===== config.mk =====
export PLATFORM = sky130hd
export DESIGN_NAME = shift_row_pipe
export DESIGN_NICKNAME = d
export VERILOG_FILES = /design/src/rtl/shift_row_pipe.sv
export SDC_FILE = /design/constraint.sdc
export NUM_CORES = 1
export LEC_CHECK = 0
export CORE_MARGIN = 5
export CORE_UTILIZATION = 49
export DETAILED_ROUTE_END_ITERATION = 10
export GPL_TIMING_DRIVEN = 0
export PLACE_DENSITY = 0.8
export SLEW_MARGIN = 0
export SYNTH_ARGS = -nofsm -noshare
export SYNTH_HDL_FRONTEND = slang
export SYNTH_SLANG_ARGS = --single-unit

===== constraint.sdc =====
create_clock -name clk -period 1.8 [get_ports clk]
set_input_delay 0.18 -clock clk [delete_from_list [all_inputs] [get_ports clk]]
set_output_delay 0.18 -clock clk [all_outputs]
set_load 0.1 [all_outputs]

===== src/rtl/shift_row_pipe.sv =====
// -----------------------------------------------------------------------------
// shift_row_pipe
//   Registered, flow-controlled ShiftRows / InvShiftRows stage for the AES
//   (Rijndael) round datapath. The permutation is applied combinationally on
//   the input side. The result is then held in a two-register skid pipeline,
//   so upstream ready comes straight from a flop.
//
// Parameters
//   NB          state columns: 4, 6 or 8
//   DATA_WIDTH  state width in bits, always 32*NB (derived, do not override)
//
// Ports
//   clk                     rising-edge clock
//   rst_n                   synchronous reset, active low
//   shiftRowPipe_valid_in   input beat valid
//   shiftRowPipe_ready_in   block can accept a beat this cycle (registered)
//   shiftRowPipe_inv_in     0 = ShiftRows, 1 = InvShiftRows (per beat)
//   shiftRowPipe_data_in    state in, column-major, byte 0 in the MSBs
//   shiftRowPipe_valid_out  output beat valid
//   shiftRowPipe_ready_out  downstream accepts a beat this cycle
//   shiftRowPipe_data_out   shifted state, all zeros while not valid
// -----------------------------------------------------------------------------
module shift_row_pipe #(
    parameter int unsigned NB         = 4,
    parameter int unsigned DATA_WIDTH = 32 * NB
) (
    input  logic                  clk,
    input  logic                  rst_n,
    input  logic                  shiftRowPipe_valid_in,
    output logic                  shiftRowPipe_ready_in,
    input  logic                  shiftRowPipe_inv_in,
    input  logic [DATA_WIDTH-1:0] shiftRowPipe_data_in,
    output logic                  shiftRowPipe_valid_out,
    input  logic                  shiftRowPipe_ready_out,
    output logic [DATA_WIDTH-1:0] shiftRowPipe_data_out
);

    // -------------------------------------------------------------------------
    // Elaboration-time parameter checks
    // -------------------------------------------------------------------------
    if (!(NB == 4 || NB == 6 || NB == 8)) begin : g_bad_nb
        $error("shift_row_pipe: NB must be 4, 6 or 8");
    end

    if (DATA_WIDTH != 32 * NB) begin : g_bad_width
        $error("shift_row_pipe: DATA_WIDTH must equal 32*NB");
    end

    // -------------------------------------------------------------------------
    // Row rotation amounts: 256-bit blocks use {0,1,3,4}, narrower use {0,1,2,3}
    // -------------------------------------------------------------------------
    function automatic int unsigned row_offset(input int unsigned r);
        int unsigned s;
        s = r;
        if (NB == 8) begin
            case (r)
                0:       s = 0;
                1:       s = 1;
                2:       s = 3;
                default: s = 4;
            endcase
        end
        return s;
    endfunction

    // Byte k = 4*c + r lives at data[DATA_WIDTH-1-8k -: 8].
    // Encrypt reads column (c + s) mod NB. Decrypt reads (c - s) mod NB,
    // which is written as (c + NB - s) so the unsigned arithmetic never wraps.
    function automatic logic [DATA_WIDTH-1:0] shift_state(
        input logic [DATA_WIDTH-1:0] d,
        input logic                  inv
    );
        logic [DATA_WIDTH-1:0] o;
        int unsigned           src_c;
        o = '0;
        for (int unsigned c = 0; c < NB; c++) begin
            for (int unsigned r = 0; r < 4; r++) begin
                if (inv)
                    src_c = (c + NB - row_offset(r)) % NB;
                else
                    src_c = (c + row_offset(r)) % NB;
                o[DATA_WIDTH-1-8*(4*c+r) -: 8] = d[DATA_WIDTH-1-8*(4*src_c+r) -: 8];
            end
        end
        return o;
    endfunction

    // -------------------------------------------------------------------------
    // Storage: main register M drives the outputs; skid register S catches
    // the one beat that can arrive while M is stalled.
    // -------------------------------------------------------------------------
    logic                  m_valid;
    logic [DATA_WIDTH-1:0] m_data;
    logic                  s_valid;
    logic [DATA_WIDTH-1:0] s_data;
    logic                  ready_q;

    logic [DATA_WIDTH-1:0] shifted;
    logic                  accept;
    logic                  m_free;
    logic                  s_valid_next;

    always_comb begin
        shifted = shift_state(shiftRowPipe_data_in, shiftRowPipe_inv_in);
        accept  = shiftRowPipe_valid_in & ready_q;
        // M can take a new value when it is empty or is being drained now.
        m_free  = ~m_valid | shiftRowPipe_ready_out;
        // When M is free, S either moves into M or was already empty.
        // An accept with S full cannot happen because ready_q is low then.
        if (m_free)
            s_valid_next = 1'b0;
        else
            s_valid_next = s_valid | accept;
    end

    always_ff @(posedge clk) begin
        if (!rst_n) begin
            m_valid <= 1'b0;
            m_data  <= '0;
            s_valid <= 1'b0;
            s_data  <= '0;
            ready_q <= 1'b0;
        end else begin
            if (m_free) begin
                if (s_valid) begin
                    m_valid <= 1'b1;
                    m_data  <= s_data;
                    s_data  <= '0;
                end else if (accept) begin
                    m_valid <= 1'b1;
                    m_data  <= shifted;
                end else begin
                    // Clearing the data keeps data_out at zero while idle.
                    m_valid <= 1'b0;
                    m_data  <= '0;
                end
            end else if (accept) begin
                s_data <= shifted;
            end
            s_valid <= s_valid_next;
            // Ready tracks "S will be empty", so upstream never sees a
            // combinational path from downstream ready.
            ready_q <= ~s_valid_next;
        end
    end

    assign shiftRowPipe_ready_in  = ready_q;
    assign shiftRowPipe_valid_out = m_valid;
    assign shiftRowPipe_data_out  = m_data;

endmodule


After elaboration in Yosys (flattened, before gate mapping)
Index checks and enable logic that the tools add are counted.
Storage, ports and cells
  flip-flop bits (word level): 259
  latch bits: 0
  memory bits (writable): 0
  bits in read-only memories: 0
  bits of input ports: 133
  output and inout bits: 130
  memories: 0
Cells by class
  add/sub/neg operators: 16
  multiply operators: 0
  div/mod/pow operators: 0
  order comparisons: 0
  equal/unequal tests: 1
  shifts and indexed selects: 8
  muxes and demuxes: 12
  bitwise gates (word level): 5
  reduce and logical (&&, ||, !) cells: 2
Operators with widths (count)
  135-bit by 33-bit indexed part select with 8-bit output: 8
  128-bit two-way mux: 5
  7-bit by 8-bit subtractor with 9-bit output (first input constant): 7
  7-bit by 32-bit subtractor with 32-bit output (first input constant): 1
  29-bit by 1-bit adder with 29-bit output (second input constant): 1
  4-bit by 2-bit adder with 5-bit output (second input constant): 4
  4-bit by 1-bit adder with 5-bit output (second input constant): 3
  2-bit two-way mux: 4
  1-bit two-way mux: 3
  2-bit inequality test (second input constant): 1
  1-bit NOT: 2
  1-bit OR: 2
  2-bit AND reduction: 1
  2-bit nonzero test: 1
  1-bit bitwise AND: 1

Longest topological paths before layout
Gate-level depths: netlist of the first run.
  word-level depth: 6
  depth in mapped cells: 6

Worst setup path after synthesis of the first run
Ideal clock, no wire load.
  kind: register to register
  start: reg ready_q, in the netlist shiftRowPipe_ready_in
  end: reg m_data[104], in the netlist shiftRowPipe_data_out[104]
  arrival time: 1.958 ns
  setup slack: -0.233 ns
  stages on the path, launching flop included: 7
  path buffers: 3
  period minus slack after synthesis: 2.033 ns
  cells stage by stage: dfxtp_1 > and2_1 > buf_2 > buf_2 > clkbuf_1 > nand3b_1 > a31oi_1
Between the ends
  cells in the longest elaborated chain, start to end: 3
Ends and longest elaborated chain
  from (decl): RTL line 96  | logic ready_q;
  from (signal assigned): RTL line 143  | ready_q <= ~s_valid_next;
  1-bit bitwise AND: RTL line 105  | accept = shiftRowPipe_valid_in & ready_q;
  128-bit two-way mux: RTL line 129  | end else if (accept) begin
  128-bit two-way mux: RTL line 125  | if (s_valid) begin
  to (signal assigned): RTL line 127  | m_data <= s_data;
  to (signal assigned): RTL line 131  | m_data <= shifted;
  to (decl): RTL line 93  | logic [DATA_WIDTH-1:0] m_data;
No other way between the ends.
A chain may end at the register's enable or synchronous reset.

Final worst setup path of the first run
  start: reg m_valid, in the netlist shiftRowPipe_valid_out
  end: reg m_data[29], in the netlist shiftRowPipe_data_out[29]
Between the ends
  cells in the longest elaborated chain, start to end: 2
Ends and longest elaborated chain
  from (decl): RTL line 92  | logic m_valid;
  from (signal assigned): RTL line 118  | m_valid <= 1'b0;
  from (signal assigned): RTL line 126  | m_valid <= 1'b1;
  from (signal assigned): RTL line 130  | m_valid <= 1'b1;
  1-bit NOT: RTL line 107  | m_free = ~m_valid | shiftRowPipe_ready_out;
  1-bit OR: RTL line 107
No other way between the ends.

==> metrics.csv, run 1 <==
metric,value,unit
grt_pass1_vias,9854,
regToRegEndpoint,shiftRowPipe_data_out[29],
synth_most_common_cell,dfxtp_1,
die-area,0.0245,mm2
crit_top_cell,buf_2,
power.density,951,mW/mm2
grt_overflow_total,0,
ioPinCount,263,
setup_viol,0,
syn-instance-count,1038,
wl_per_cell,21.9,um
worst_ep_required_time,2.17,ns
maxSlewHeadroom,0.584,
fin_nets,1461,
fmax,0.591,GHz
seqCellArea,0.00519,mm2
areaGrowthSynthToFinish,38.4,%
tritoncts,yes,
hold_violations,0,
grt_max_degree,14,
synth_edf_count,0,
synth_fp_nets,1171,
syn_avg_cell_area,10.1,um2
crit_chain,nand2b_1 -> buf_2 -> buf_2 -> buf_1 -> a31oi_1,
postLayoutCellArea,0.0145,mm2
crit_fanout,10,
insertion_delay,0.53,ns
status,"finished, final reports clean",
cap_violations,0,
r2r_slack,0.11,ns
setup.worst_path.start,shiftRowPipe_valid_out,
critPathTopFamily,buffers and inverters,
fp.dieW,156,um
reg2reg_depth,5,
via_per_inst,6.18,
period_minus_slack,1.69,ns
path_clk_slew,0.06,ns
slowest_stage,buf_1,
totalWireLength,35500,um
total_power,13800,uW
synth_area,0.0105,mm2
fillers,1676,
dpl_cell_area,0.0135,mm2
clockBufferDepth,3,
power_leakage,0.00535,uW
ctsHtreeMaxLevel,1,
worstSetupPathDepth,5,
dr.pass1.iters,5,
slowest_delay,0.43,ns
endpoint,shiftRowPipe_data_out[29],
period_share,0.940,
antenna_found_initial,1,
place.port_buffers,261,
synthTopCellsByCount,"259 x dfxtp_1, 128 x a31oi_1, 77 x clkbuf_1",
synth_area_leader_cell,dfxtp_1,
slew_violations,0,
synthTopCellsByArea,"dfxtp_1 49%, a31oi_1 7.6%, a32o_1 6.1%",
multi_input_area,0.00472,mm2
drt_iter0_drc,796,
gp_congestion,0.874,
crit_type,reg2reg,
drc_errors,0,
fin_skew,0.00977,ns
synth_top_area_frac,0.494,
synth.distinct_cells,25,
fp.dieH,156,um
vdd.ir_drop.worst,0.000720,V
crit_path_end_kind,register,
worst-path-buf-inv,3,
tightest_slew,0.624,ns
ctsHoldBuffers,0,
core_area,0.0211,mm2
vias,10000,
grt_util_all_layers,0.273,
drive_gt1_frac,0.168,
ys_warn_count,0,
ant_nets,0,
clock_sinks,259,
dp_hpwl,25300,um
async_flop_share,0,
rr_startpoint,shiftRowPipe_valid_out,
rsz0062_at_grt,false,
seq_area_frac_synth,0.494,
start_util,0.498,
critPathLaunchType,register,
clock_tree.root_cell,clkbuf_16,
arrival,2.06,ns
min_path_type,in2reg,
ys.flop_type,dfxtp_1,
ys_ff_latch,259,
rows,53,
numCtsBuffers,27,
grt_pass1_wl,54200,um
hold_ws,0.218,ns
placed cells by master (no fill, tap or decap), types with 64 or more instances in the layout:
cell and count:
dfxtp_1 257, clkdlybuf4s50_1 131, clkdlybuf4s15_2 130, a31oi_1 128, clkbuf_1 72, and3b_1 65
nand2_1 65, mux2i_1 64, o2bb2ai_1 64, a32o_1 64, nand3b_1 64, o21ai_0 64
o22ai_1 64
metal layers:
layer  vias up  part of all wire  global-route usage
met2       459              0.47               0.451
met3        72              0.11              0.0863
met5         -           0.00037                   0
met1      4879              0.40               0.345
li1       4609                 -                   -
met4         2             0.024              0.0802
registers in the layout (all words and copies together) (netlist names):
signal and count:
shiftRowPipe_ready_in 1, shiftRowPipe_valid_out 1, s_valid 1, s_data 128
shiftRowPipe_data_out 128
worst min path at each step:
stage | startpoint | end | cells past startpoint
6_report | shiftRowPipe_inv_in | s_data[2] | 3
5_1_grt | shiftRowPipe_inv_in | s_data[1] | 3
4_1_cts | shiftRowPipe_inv_in | s_data[2] | 3
3_5_place_dp | s_data[48] | s_data[48] | 1
3_3_place_gp | s_data[66] | s_data[66] | 1
2_1_floorplan | shiftRowPipe_data_in[40] | s_data[104] | 1
per-stage QoR:
step | utilization | TNS [ns] | cells | setup slack, ns
global route | 0.689 | 0 | 1621 | 0.00640
global placement | 0.638 | -52.49 | 1574 | -0.442
detailed placement | 0.638 | -53.45 | 1574 | -0.440
CTS | 0.689 | -0.000639 | 1621 | -0.000639
finish | 0.689 | 0 | 1622 | 0.109
floorplan | - | 0 | 1038 | 0.0932
worst reg2reg max path: cells and delay by family, from the launching register on:
| family | cells | cell delay [ns] |
|---|---|---|
| buf+inv | 3 | 0.96 |
| flops | 1 | 0.34 |
| compound gates | 1 | 0.17 |
| simple gates | 1 | 0.07 |
report_power, final:
group	internal (uW)	switching, uW
Combinational	674	1520
Sequential	5880	85.4
Clock	3420	2240
Total	9970	3850
cell families (layout without fill, tap and decap cells):
group           after synthesis  after routing  synth area share
flops                       259            259             0.494
mux                          64             64            0.0610
other cells                   0              1                 0
simple gates                200            200             0.127
compound gates              387            387             0.262
buf+inv                     128            436            0.0568
what timing repair did:
action                                  CTS  global route
buffers inserted                          0             0
endpoints found under the setup margin  231            72
resized for setup                       391            24
cell type report:
type | count | area share
Tap cell | 275 | 0.0237
Sequential cell | 259 | 0.357
Inverter | 1 | 0.000258
Clock inverter | 6 | 0.00723
Buffer | 127 | 0.0419
Clock buffer | 41 | 0.0542
Timing Repair Buffer | 261 | 0.191
Antenna cell | 1 | 0.000172
Multi-Input combinational cell | 651 | 0.325
No activity file was read; power rests on OpenSTA's default activity.
==> inputs of run 2 (changes only) <==
--- a/config.mk
+++ b/config.mk
@@ -10,6 +10,7 @@
 export DETAILED_ROUTE_END_ITERATION = 10
 export GPL_TIMING_DRIVEN = 0
 export PLACE_DENSITY = 0.8
+export REMOVE_ABC_BUFFERS = 1
 export SLEW_MARGIN = 0
 export SYNTH_ARGS = -nofsm -noshare
 export SYNTH_HDL_FRONTEND = slang
==> run 2 against run 1 <==
Net effect: total power is 0.50% lower; worst hold slack lost 0.0085 ns; sequential share of layout area decreased by 0.78 points; largest cell class unchanged; largest power group unchanged.
==> metrics.csv, run 2 (synthesis gave the netlist of run 1 again) <==
metric,value,unit
crit_path_end_kind,register,
fp.dieW,156,um
drive_gt1_frac,0.187,
rr_startpoint,shiftRowPipe_valid_out,
mostFrequentLayoutCells,"256 x dfxtp_1, 129 x clkdlybuf4s50_1, 129 x clkdlybuf4s15_2",
die-area,0.0245,mm2
clockBufferDepth,3,
drt_iter0_drc,568,
period_share,0.979,
fin_skew,0.00550,ns
gp_congestion,0.763,
critPathLaunchType,register,
ioPinCount,263,
ctsHoldBuffers,0,
ant_nets,0,
period_minus_slack,1.76,ns
grt_pass1_vias,9320,
status,"finished, final reports clean",
rsz0062_at_grt,true,
start_util,0.498,
fmax,0.568,GHz
stdcell_count,1550,
fin_util,0.706,
hp-start,rst_n,
worst_ep_required_time,2.26,ns
cap_violations,0,
p_sw,3780,uW
r2r_slack,0.04,ns
regToRegEndpoint,s_data[120],
min_path_type,in2reg,
path_clk_slew,0.06,ns
power_frac_comb,0.165,
insertion_delay,0.52,ns
core_area,0.0211,mm2
clock_sinks,259,
drc_errors,0,
maxSlewHeadroom,0.547,
p_sw_frac,0.275,
dp_cells,1470,
hold_violations,0,
power.density,924,mW/mm2
power_leakage,0.00551,uW
grt_util_all_layers,0.251,
reg2reg_depth,7,
antenna_found_initial,0,
totalWireLength,33900,um
rows,53,
crit_type,reg2reg,
grt_max_degree,87,
slew_violations,0,
clock_tree.root_cell,clkbuf_16,
grt_overflow_total,0,
fp.dieH,156,um
vdd.ir_drop.worst,0.000727,V
diodes,0,
numCtsBuffers,27,
whs_path_depth,3,
postLayoutCellArea,0.0149,mm2
vias,9594,
p_seq_frac,0.433,
ctsHtreeMaxLevel,1,
worst_hold_path.endpoint,shiftRowPipe_data_out[125],
tightest_slew,0.679,ns
dr.pass1.iters,5,
setup.worst_path.start,shiftRowPipe_valid_out,
place.port_buffers,262,
via_per_inst,6.19,
intPower,9970,uW
grt_pass1_wl,50900,um
clockPowerShare,0.403,
layout_commonest_cell,dfxtp_1,
tritoncts,yes,
dp_hpwl,18700,um
wl_per_cell,21.9,um
fin_nets,1389,
setup_viol,0,
areaGrowthSynthToFinish,41.7,%
dpl_cell_area,0.0134,mm2
crit_fanout,37,
arrival,2.22,ns
hold_ws,0.209,ns
run 2: per-layer routing:
metal,wire [um],share of wire,track usage
met1,13500,0.40,0.326
met5,0,0,0
met4,584,0.017,0.0550
met3,3710,0.11,0.0830
met2,16100,0.47,0.411
run 2: area by class of cell:
type / count / area (um2)
well taps: 275 / 344
fillers: 1533 / 6210
inverters: 1 / 3.75
flip-flops and latches: 259 / 5190
clock inverters: 4 / 45.0
repair buffers: 311 / 3640
multi-input cells: 656 / 4810
clock buffers: 44 / 850
run 2: power groups by stage:
stage	clock, uW	combinational [uW]	sequential [uW]
4_1_cts	5630	2210	5950
6_report	5540	2260	5950
3_3_place_gp	0	2080	6100
3_5_place_dp	0	2160	6080
2_1_floorplan	0	446	6900
5_1_grt	5920	2350	5960
run 2: timing repair:
item / in CTS / in global routing
cloned: 5 / 5
resized for setup: 398 / 5
endpoints found under the setup margin: 372 / 114
pin swaps: 2 / 8
setup buffers: 12 / 11
run 2: worst max-delay path by stage:
stage,to,slack (ns)
after global routing,s_data[42],-0.02
after detailed placement,s_data[48],-1.26
after CTS,shiftRowPipe_data_out[0],-0.15
final,s_data[120],0.04
after global placement,s_data[47],-14.90
after floorplan,s_data[104],-7.94
run 2: metrics by stage:
| stage | total power [uW] | TNS, ns | setup slack [ns] |
|---|---|---|---|
| 2_1_floorplan | 7350 | -1636.88 | -7.94 |
| 3_3_place_gp | 8180 | -3019.51 | -14.90 |
| 3_5_place_dp | 8240 | -183.16 | -1.26 |
| 4_1_cts | 13800 | -4.58 | -0.152 |
| 5_1_grt | 14200 | -0.132 | -0.0156 |
| 6_report | 13800 | 0 | 0.0383 |
run 2: critical path, cell delays in order (launching register included):
cell and delay, ns:
dfxtp_4 0.36, buf_12 0.14, and4b_1 0.23, a211oi_4 0.23, buf_6 0.17, buf_16 0.21, buf_16 0.19, a32o_1 0.14
